## src/rtl/rptr_ctrl_pkg.sv

```systemverilog
// rptr_ctrl_pkg: default geometry shared by the read-pointer controller and its bench
package rptr_ctrl_pkg;
    localparam int RPTR_ADDR_WIDTH = 32;
    localparam int RPTR_AE_THRESH  = 1;
endpackage

```

## src/rtl/flex_bin2gray.sv

```systemverilog
// flex_bin2gray: binary->Gray when bin2gray=1, Gray->binary otherwise
module flex_bin2gray #(
    parameter int WIDTH    = 32,
    parameter bit bin2gray = 1'b1
) (
    input  logic [WIDTH-1:0] din,
    output logic [WIDTH-1:0] dout
);
    logic [WIDTH-1:0] g2b;
    // each binary bit is the parity of all Gray bits at or above it
    for (genvar i = 0; i < WIDTH; i++) begin : g_dec
        assign g2b[i] = ^din[WIDTH-1:i];
    end
    assign dout = bin2gray ? (din ^ (din >> 1)) : g2b;
endmodule

```

## src/rtl/rptr_ctrl.sv

```systemverilog
// rptr_ctrl: async FIFO read-side pointer, Gray publish and empty/occupancy/underflow flags
module rptr_ctrl
    import rptr_ctrl_pkg::*;
#(
    parameter int ADDR_WIDTH = RPTR_ADDR_WIDTH,
    parameter int AE_THRESH  = RPTR_AE_THRESH
) (
    input  logic                  rclk,
    input  logic                  r_nrst,
    input  logic                  rinc,
    input  logic [ADDR_WIDTH-1:0] sync_wptr,
    input  logic                  clr_err,
    output logic [ADDR_WIDTH-1:0] raddr,
    output logic [ADDR_WIDTH-1:0] rptr,
    output logic                  empty,
    output logic                  almost_empty,
    output logic [ADDR_WIDTH-1:0] rcount,
    output logic                  underflow
);
    logic [ADDR_WIDTH-1:0] wbin;
    logic [ADDR_WIDTH-1:0] nxt_raddr;
    logic [ADDR_WIDTH-1:0] nxt_rptr;

    flex_bin2gray #(.WIDTH(ADDR_WIDTH), .bin2gray(1'b0)) u_wptr_dec (.din(sync_wptr), .dout(wbin));
    flex_bin2gray #(.WIDTH(ADDR_WIDTH), .bin2gray(1'b1)) u_rptr_enc (.din(nxt_raddr), .dout(nxt_rptr));

    // absolute decode keeps flags right even when the writer jumps several slots
    assign empty        = (raddr == wbin);
    assign rcount       = wbin - raddr;
    assign almost_empty = (rcount <= ADDR_WIDTH'(AE_THRESH));
    assign nxt_raddr    = raddr + ADDR_WIDTH'(rinc && !empty);

    always_ff @(posedge rclk or negedge r_nrst) begin
        if (!r_nrst) begin
            raddr     <= '0;
            rptr      <= '0;
            underflow <= 1'b0;
        end else begin
            raddr     <= nxt_raddr;
            rptr      <= nxt_rptr;
            underflow <= (rinc && empty) ? 1'b1 : clr_err ? 1'b0 : underflow;
        end
    end
endmodule

```

## config.mk

```make
export PLATFORM = sky130hd
export DESIGN_NAME = rptr_ctrl
export DESIGN_NICKNAME = d
export VERILOG_FILES = /design/src/rtl/rptr_ctrl_pkg.sv /design/src/rtl/flex_bin2gray.sv /design/src/rtl/rptr_ctrl.sv
export SDC_FILE = /design/constraint.sdc
export NUM_CORES = 1
export LEC_CHECK = 0
export ABC_AREA = 1
export BUFFER_PORTS_ARGS = -buffer_cell sky130_fd_sc_hd__buf_2
export CORE_MARGIN = 10
export CORE_UTILIZATION = 45
export CTS_CLUSTER_DIAMETER = 60
export DETAILED_ROUTE_END_ITERATION = 8
export HOLD_SLACK_MARGIN = 0.08
export PLACE_DENSITY = 0.68
export SETUP_SLACK_MARGIN = 0.4
export SYNTH_ARGS = -nofsm -noshare
export SYNTH_HDL_FRONTEND = slang
export SYNTH_SLANG_ARGS = --single-unit
```

## constraint.sdc

```tcl
create_clock -name rclk -period 4.15 [get_ports rclk]
set_input_delay 0.2075 -clock rclk [delete_from_list [all_inputs] [get_ports rclk]]
set_output_delay 0.2075 -clock rclk [all_outputs]
set_load 0.005 [all_outputs]
```

==> results of run 1 <==
worst min path at each step:
stage | end | slack, ns | depth (start not counted)
after floorplan | raddr[0]$_DFF_PN0_ | -0.09 | 0
after global placement | raddr[23]$_DFF_PN0_ | 0.23 | 1
after detailed placement | raddr[17]$_DFF_PN0_ | 0.25 | 1
after CTS | underflow$_DFFE_PN0P_ | 0.11 | 3
after global routing | underflow$_DFFE_PN0P_ | 0.15 | 3
final | underflow$_DFFE_PN0P_ | 0.11 | 3
logic make-up (layout without fill, tap and decap cells):
logic type / Yosys count / in the layout
AOI/OAI and AO/OA: 35 / 35
DFF: 64 / 64
xor gates and xnor gates: 170 / 170
adders and majority gates: 34 / 34
buffers and inverters: 203 / 453
and+or+nand+nor: 475 / 475
power by group through the flow:
| stage | sequential [mW] | clock (mW) | combinational (mW) |
|---|---|---|---|
| floorplan | 0.869 | 0 | 4.06 |
| finish | 0.875 | 0.733 | 7.24 |
| detailed placement | 0.870 | 0 | 6.59 |
| CTS | 0.868 | 0.741 | 6.74 |
| global placement | 0.870 | 0 | 6.52 |
| global route | 0.891 | 0.774 | 8.09 |
per-stage QoR:
step                      hold slack, ns  setup TNS [ns]  cells  setup WS, ns
after floorplan                  -0.0881               0    981         0.390
after global placement             0.232               0   1368        0.0263
after detailed placement           0.247           -1.55   1368        -0.144
after CTS                          0.112               0   1391         0.328
after global routing               0.155         -0.0934   1411       -0.0501
final                              0.108               0   1411         0.192
layer usage:
layer  track usage [%]  up-vias
met3              4.06       22
met1              26.3     3140
met4              3.04        0
met5                 0        -
met2              35.5      226
li1                  -     3449
layout make-up:
type                    count  area (um2)
fillers                  1216        4650
well taps                 180         225
clock inverters             6        61.3
flip-flops and latches     64        1600
clock buffers               9         225
repair buffers            237        1480
inverters                 201         754
multi-input cells         714        5040
worst max-delay path, cell delays in order:
cell	delay (ns)
buf_2	0.12
xnor2_1	0.38
xnor2_2	0.18
xnor2_4	0.19
xor2_1	0.17
buf_4	0.17
xor2_2	0.17
ha_1	0.31
nand2_2	0.11
nor2_4	0.04
nand3b_1	0.13
nor4_4	0.07
nor2_1	0.11
ha_2	0.23
ha_4	0.15
nand2_4	0.06
nor2_4	0.13
nand3_4	0.10
buf_4	0.15
buf_6	0.11
nor2_2	0.13
nand3_2	0.14
nor2_2	0.14
nand4_1	0.13
nand2_2	0.15
xor2_1	0.18
layout by cell type (no fill, tap or decap), types with 29 or more instances in the layout:
| cell type | count |
|---|---|
| buf_2 | 132 |
| ha_1 | 29 |
| inv_1 | 197 |
| xnor2_1 | 58 |
| nand3_1 | 32 |
| xor2_1 | 56 |
| buf_4 | 97 |
| nand2_1 | 271 |
| dfrtp_1 | 64 |
| nor2_1 | 53 |
state kept, by name, summed over array words and instances (netlist names):
name / flops
raddr: 32
rptr: 31
underflow: 1
timing repair:
item / in CTS / in global routing
setup buffers: 6 / 20
pin swaps: 11 / 37
gates resized for setup: 38 / 104
endpoints found under the hold margin: 26 / 0
setup endpoints to repair: 39 / 58
hold buffers: 2 / 0
cloned: 0 / 0
==> impl_results.md, run 1 <==
- Top post-synthesis cells by area: dfrtp_1 25%, nand2_1 17%, inv_1 12%
- Simple-gate share of the synthesized area: 30.6%
- Port Buf Inserts: 134
- Area growth from synthesis to layout: 44.5%
- Share of layout cells above drive strength 1: 31.0%
- Final setup fails: 0
- Initial Util: 46.3%
- Tcrit/Tclk final: 95.4%
- XOR/XNOR Fraction of Synth Area: 23.5%
- Die Span Y: 140 um
- Adder-Cell Fraction of Synth Area: 6.66%
- Final #Nets: 1,297
- Clock Latency Late Sink: 0.33 ns
- Core Util, Final: 66.9%
- Comb pwr share: 81.8%
- R2r endpoint: rptr[14]$_DFF_PN0_
- Slew @ Worst Pin: 0.627 ns
- Die area: 0.0197 mm2
- Fin area: 0.00940 mm2
- Internal: 4.33 mW
- Routed wl met2: 10.6 mm
- Number of synthesized flops with an enable pin: 0
- Post-synth net total: 1,051
- Synthesized area: 0.00650 mm2
- Worst Path Required: 4.40 ns
- Hold Vio Cnt, Final: 0
- Max Cap Viol: 0
- Clk_skew: 0.00393 ns
- Vias in the first global route: 6,601
- Crit start category: primary input
- Max FO, Critical Path: 3
- Flops & latches, synth: 64
- GPL Wtd Cong: 0.934
- Total CTS buffers: 9
- Worst Setup SP: sync_wptr[27]
- Initial antenna violation count: 0
- H-tree Lvls: 3
- Synth top area share: 24.6%
- Antenna Nets Post-Route: 0
- P per Cell Area: 942 mW/mm2
- Worst Hold Launch: rinc
- Core area: 0.0140 mm2
- Power Total: 8.85 mW
- DP Area: 0.00810 mm2
- Die Wd: 140 um
- Max-slew violations: 0
- RSZ-0062 raised after global routing: true
- Compound-cell area share of the yosys netlist: 2.85%
- Vias post-DR: 6,837
- Avg Cell Area, Syn: 6.63 um2
- Clock Path Buffers: 2
- Clock share of power: 8.3%
- Top-count cell post-synth: nand2_1
- DP Wirelength: 17.6 mm
- Root buf cell: clkbuf_16
- Register area share after synthesis: 24.6%
- Drt pass-1 iters: 6
- Initial drt markers: 457
- Synth area leader: dfrtp_1
- RR Startpoint: raddr[24]$_DFF_PN0_
- Routed vias/inst: 4.85
- Met3 wire len: 1.39 mm
- Crit path to: rptr[19]$_DFF_PN0_
- Max VDD drop: 495 uV
- Antenna diodes: 0
- R2R cell count: 18
- First-pass GRT wire length: 33.1 mm
- Met1 wire length: 9.45 mm
- Largest net degree at the start of global routing: 40
- Grt total ovfl: 0
- Switching portion of total power: 51.1%
- Fmax: 253 MHz
- Worst R2R Setup Slack: 0.55 ns
- NetSw: 4.52 mW
- Cells after synthesis: 981
- Top_reg_cell synth: dfrtp_1
- Setup CP Type: in2reg
- Post-synth top cells: 299 x nand2_1, 201 x inv_1, 84 x xnor2_1
- Routed len/inst: 15.4 um
- Post-route minimum period: 3.96 ns
- CP arrival: 4.20 ns
- Multiplexer share of the synthesized area: 0%
- Reg power frac: 9.9%
- Clock slew at reported path FFs: 0.05 ns
- Leakage power: 5.13 nW
- Rows: 43
- DRC: 0
- Status: finished clean
- Largest family of logic cells by synthesized area: simple AND/OR/NAND/NOR gates
- CP Capture Type: register
- Fraction of registers with async set/reset: 100%
- Top routing layer used: met4
- Final WL: 21.7 mm
- Clk sinks: 64
- GRT Overall Usage: 20.6%
- HP Class: in2reg
- IO Count: 135
- YS warnings: 0
- CTS tree: built
- Rel. slew slack: 57.9%
- Synth cell types: 27
Note: power is estimated with default switching activity, not from simulation.
==> run 2: changes to the inputs <==
--- a/config.mk
+++ b/config.mk
@@ -5,14 +5,13 @@
 export SDC_FILE = /design/constraint.sdc
 export NUM_CORES = 1
 export LEC_CHECK = 0
-export ABC_AREA = 1
 export BUFFER_PORTS_ARGS = -buffer_cell sky130_fd_sc_hd__buf_2
 export CORE_MARGIN = 10
 export CORE_UTILIZATION = 45
 export CTS_CLUSTER_DIAMETER = 60
 export DETAILED_ROUTE_END_ITERATION = 8
 export HOLD_SLACK_MARGIN = 0.08
-export PLACE_DENSITY = 0.68
+export PLACE_DENSITY = 0.7
 export SETUP_SLACK_MARGIN = 0.4
 export SYNTH_ARGS = -nofsm -noshare
 export SYNTH_HDL_FRONTEND = slang
==> run 2 against run 1 <==
Compared with the run above: the flow now finishes with violations (negative setup slack); cell area decreased by 0.25%; final cell count decreased by 24%; register-to-register slack got worse by 1.0 ns; utilization increased by 20 points; critical path depth decreased by 2; combinational power increased by 31%; synthesized area decreased by 23%; first-iteration DRC count decreased by 18%; clock power decreased by 21%; clock skew increased by 0.0084 ns; via count decreased by 16%; critical path type is now in2out; largest power group unchanged.
==> impl_results.md, run 2 <==
- Status: finished, violations left
- Failing checks: negative setup slack
- IO Count: 135
- YS warnings: 0
- Synth area leader: dfrtp_1
- Register with the most flip-flops: raddr
- Top-count cell post-synth: xnor2_1
- R2r endpoint: rptr[25]$_DFF_PN0_
- Initial antenna violation count: 1
- Vias in the first global route: 6,018
- Drt pass-1 iters: 5
- First-pass GRT wire length: 30.8 mm
- Synth top area share: 32.2%
- Area growth from synthesis to layout: 88.3%
- Largest family of logic cells by synthesized area: XOR/XNOR gates
- Share of layout cells above drive strength 1: 58.3%
- CP Capture Type: output port
- Max-slew violations: 0
- Die Wd: 125 um
- GPL Wtd Cong: 0.954
- Core area: 0.0108 mm2
- CP peak stage delay: 0.52 ns
- Vias post-DR: 5,721
- Clock share of power: 5.3%
- Top post-synthesis cells by area: dfrtp_1 32%, xnor2_1 15%, ha_1 8.3%
- Core Util, Final: 86.4%
- Comb pwr share: 86.9%
- Flops & latches, synth: 64
- Routed len/inst: 20.7 um
- RR Startpoint: raddr[3]$_DFF_PN0_
- CTS tree: built
- P per Cell Area: 1170 mW/mm2
- Post-synth top cells: 88 x xnor2_1, 75 x inv_1, 64 x dfrtp_1
- Cells after synthesis: 559
- Final #Nets: 995
- Max VDD drop: 1430 uV
- GRT Overall Usage: 24.0%
- Commonest non-fill, non-tap cell in the layout: buf_4
- Number of synthesized flops with an enable pin: 0
- Final setup fails: 96
- Largest register FFs: 32
- Top Registers: raddr: 32 flops, rptr: 31 flops, underflow: 1 flops
- Fraction of registers with async set/reset: 100%
- Rel. slew slack: 44.1%
- Hold Vio Cnt, Final: 0
- DRC: 0
- Clk_skew: 0.0123 ns
- Routed vias/inst: 5.35
- Top_reg_cell synth: dfrtp_1
- Rows: 38
- Die area: 0.0157 mm2
- Hold path depth: 2
- Max FO, Critical Path: 2
- Most used cell, CP: xor2_2
- Clock Latency Late Sink: 0.37 ns
- Cell family with most CP delay: XOR/XNOR gates
- Worst Path Required: 3.94 ns
- Max Cap Viol: 0
- Most frequent cells in the layout: 183 x buf_4, 105 x buf_2, 76 x buf_6
- Synth cell types: 46
- Slew @ Worst Pin: 0.839 ns
- Register area share after synthesis: 32.2%
- Power Total: 10.9 mW
- Worst Hold Launch: underflow$_DFFE_PN0P_
- Setup CP Type: in2out
- Internal: 6.20 mW
- Post-route minimum period: 6.49 ns
- Final WL: 22.1 mm
- Root buf cell: clkbuf_8
- Crit path max-delay cell type: or4_1
- Crit start category: primary input
- Tcrit/Tclk final: 156%
- Largest net degree at the start of global routing: 65
- Grt total ovfl: 0
- Worst setup margin: -2.34 ns
- Initial Util: 45.9%
- Total CTS buffers: 9
- Worst-path cell chain: buf_6, xor3_2, xor2_2, xnor2_2, xor2_2, xor2_2, xnor2_4, xnor2_2, xor2_2, xor2_2, xnor2_1, ha_2, inv_2, fa_2, a21o_1, a21oi_2, xnor2_1, or4_1, or3_1, or4_1, or4_4, nor4_2, and4_1, buf_2
- Simple-gate share of the synthesized area: 14.1%
- Leakage power: 4.67 nW
- XOR/XNOR Fraction of Synth Area: 26.7%
- Clk sinks: 64
- HP Class: reg2reg
- H-tree Lvls: 3
- Worst Path Buf+Inv: 3
- CP arrival: 6.28 ns
- Antenna Nets Post-Route: 0
- NetSw: 4.73 mW
- Avg Cell Area, Syn: 8.90 um2
- Fmax: 154 MHz
- Adder-Cell Fraction of Synth Area: 8.70%
- Switching portion of total power: 43.3%
- RSZ-0062 raised after global routing: true
- R2R cell count: 24
- Initial drt markers: 373
- Min-Delay Endpoint: underflow$_DFFE_PN0P_
- Clock slew at reported path FFs: 0.06 ns
- Compound-cell area share of the yosys netlist: 11.5%
- DP Wirelength: 13.4 mm
- Multiplexer share of the synthesized area: 0%
- Clock Path Buffers: 2
- Port Buf Inserts: 134
- Reg power frac: 7.8%
- Worst R2R Setup Slack: -0.45 ns
- Post-synth net total: 629
- Synthesized area: 0.00498 mm2
- Die Span Y: 125 um
==> run 2: cell count changes in the layout (fill, tap and decap cells not counted), sizes merged, moves of 9 or more <==
cell	before	now
nand4	23	14
buf	235	366
a21o	1	13
nor2	73	20
a21oi	23	34
nand3	41	28
o21bai	1	10
inv	201	75
nand2	299	35
nand3b	11	1
xor2	82	51
==> run 2: cells by family (layout without fill, tap and decap cells) <==
family	after synthesis	count (layout)
DFF	64	64
adders and majority gates	34	34
other	0	1
buffers and inverters	89	459
and+or+nand+nor	138	138
AOI/OAI and AO/OA	91	91
xor gates and xnor gates	143	143
==> run 2: per-layer routing <==
| metal | part of all wire, % | GRT usage (%) | wire length, um |
|---|---|---|---|
| met1 | 36 | 25.5 | 7970 |
| met2 | 51 | 42.9 | 11300 |
| met3 | 7.4 | 7.56 | 1650 |
| met4 | 5.4 | 10.4 | 1190 |
| met5 | 0 | 0 | 0 |
==> run 2: timing repair <==
action                                 CTS  global route
setup endpoints to repair               97            97
setup buffers                           36            19
gates cloned                             0             0
endpoints found under the hold margin   65             0
hold buffers                             3             0
pin swaps                               85            65
resized for setup                      207            96
==> run 2: final cells by class <==
type / instances / area (um2)
Clock buffer: 12 / 165
Clock inverter: 3 / 40.0
Multi-Input combinational cell: 406 / 4290
Timing Repair Buffer: 369 / 2820
Sequential cell: 64 / 1600
Inverter: 75 / 284
Tap cell: 140 / 175
Antenna cell: 1 / 2.50
Fill cell: 528 / 1470
==> run 2: worst register-to-register path, stage by stage, from the launching register on <==
cell     delay (ns)
dfrtp_1        0.46
inv_1          0.21
ha_1           0.43
nand4_1        0.21
buf_4          0.20
buf_6          0.10
buf_6          0.10
buf_6          0.11
buf_6          0.11
buf_6          0.11
buf_6          0.11
buf_6          0.11
nor4_4         0.28
nand4_1        0.23
and2_4         0.24
ha_4           0.19
ha_4           0.19
nand2_4        0.09
nor3_2         0.04
buf_4          0.17
nor3b_2        0.16
buf_6          0.15
xnor2_2        0.13
buf_4          0.16
xor2_1         0.17
==> run 2: power by group through the flow <==
stage	registers [mW]	logic (mW)	clock network [mW]
3_5_place_dp	0.810	6.26	0
3_3_place_gp	0.804	6.15	0
5_1_grt	0.860	10.0	0.612
6_report	0.853	9.50	0.578
2_1_floorplan	0.815	2.86	0
4_1_cts	0.834	7.91	0.581
==> run 2: through the flow <==
step / hold WS (ns) / setup slack (ns) / std cells / cell area (um2) / setup TNS [ns]
floorplan: -0.0881 / -1.50 / 559 / 5020 / -45.95
global placement: 0.395 / -1.86 / 996 / 7140 / -81.94
detailed placement: 0.405 / -2.01 / 996 / 7140 / -95.12
CTS: 0.515 / -1.85 / 1050 / 8730 / -87.05
global route: 0.572 / -2.61 / 1070 / 9370 / -163.90
finish: 0.531 / -2.34 / 1070 / 9370 / -151.48
==> run 2: worst max-delay path by stage <==
| stage | startpoint | endpoint | slack, ns | cells after the start |
|---|---|---|---|---|
| 4_1_cts | sync_wptr[30] | almost_empty | -1.85 | 24 |
| 2_1_floorplan | sync_wptr[30] | almost_empty | -1.50 | 22 |
| 3_3_place_gp | sync_wptr[30] | almost_empty | -1.86 | 24 |
| 6_report | sync_wptr[30] | almost_empty | -2.34 | 24 |
| 3_5_place_dp | sync_wptr[30] | almost_empty | -2.01 | 24 |
| 5_1_grt | sync_wptr[30] | almost_empty | -2.61 | 26 |
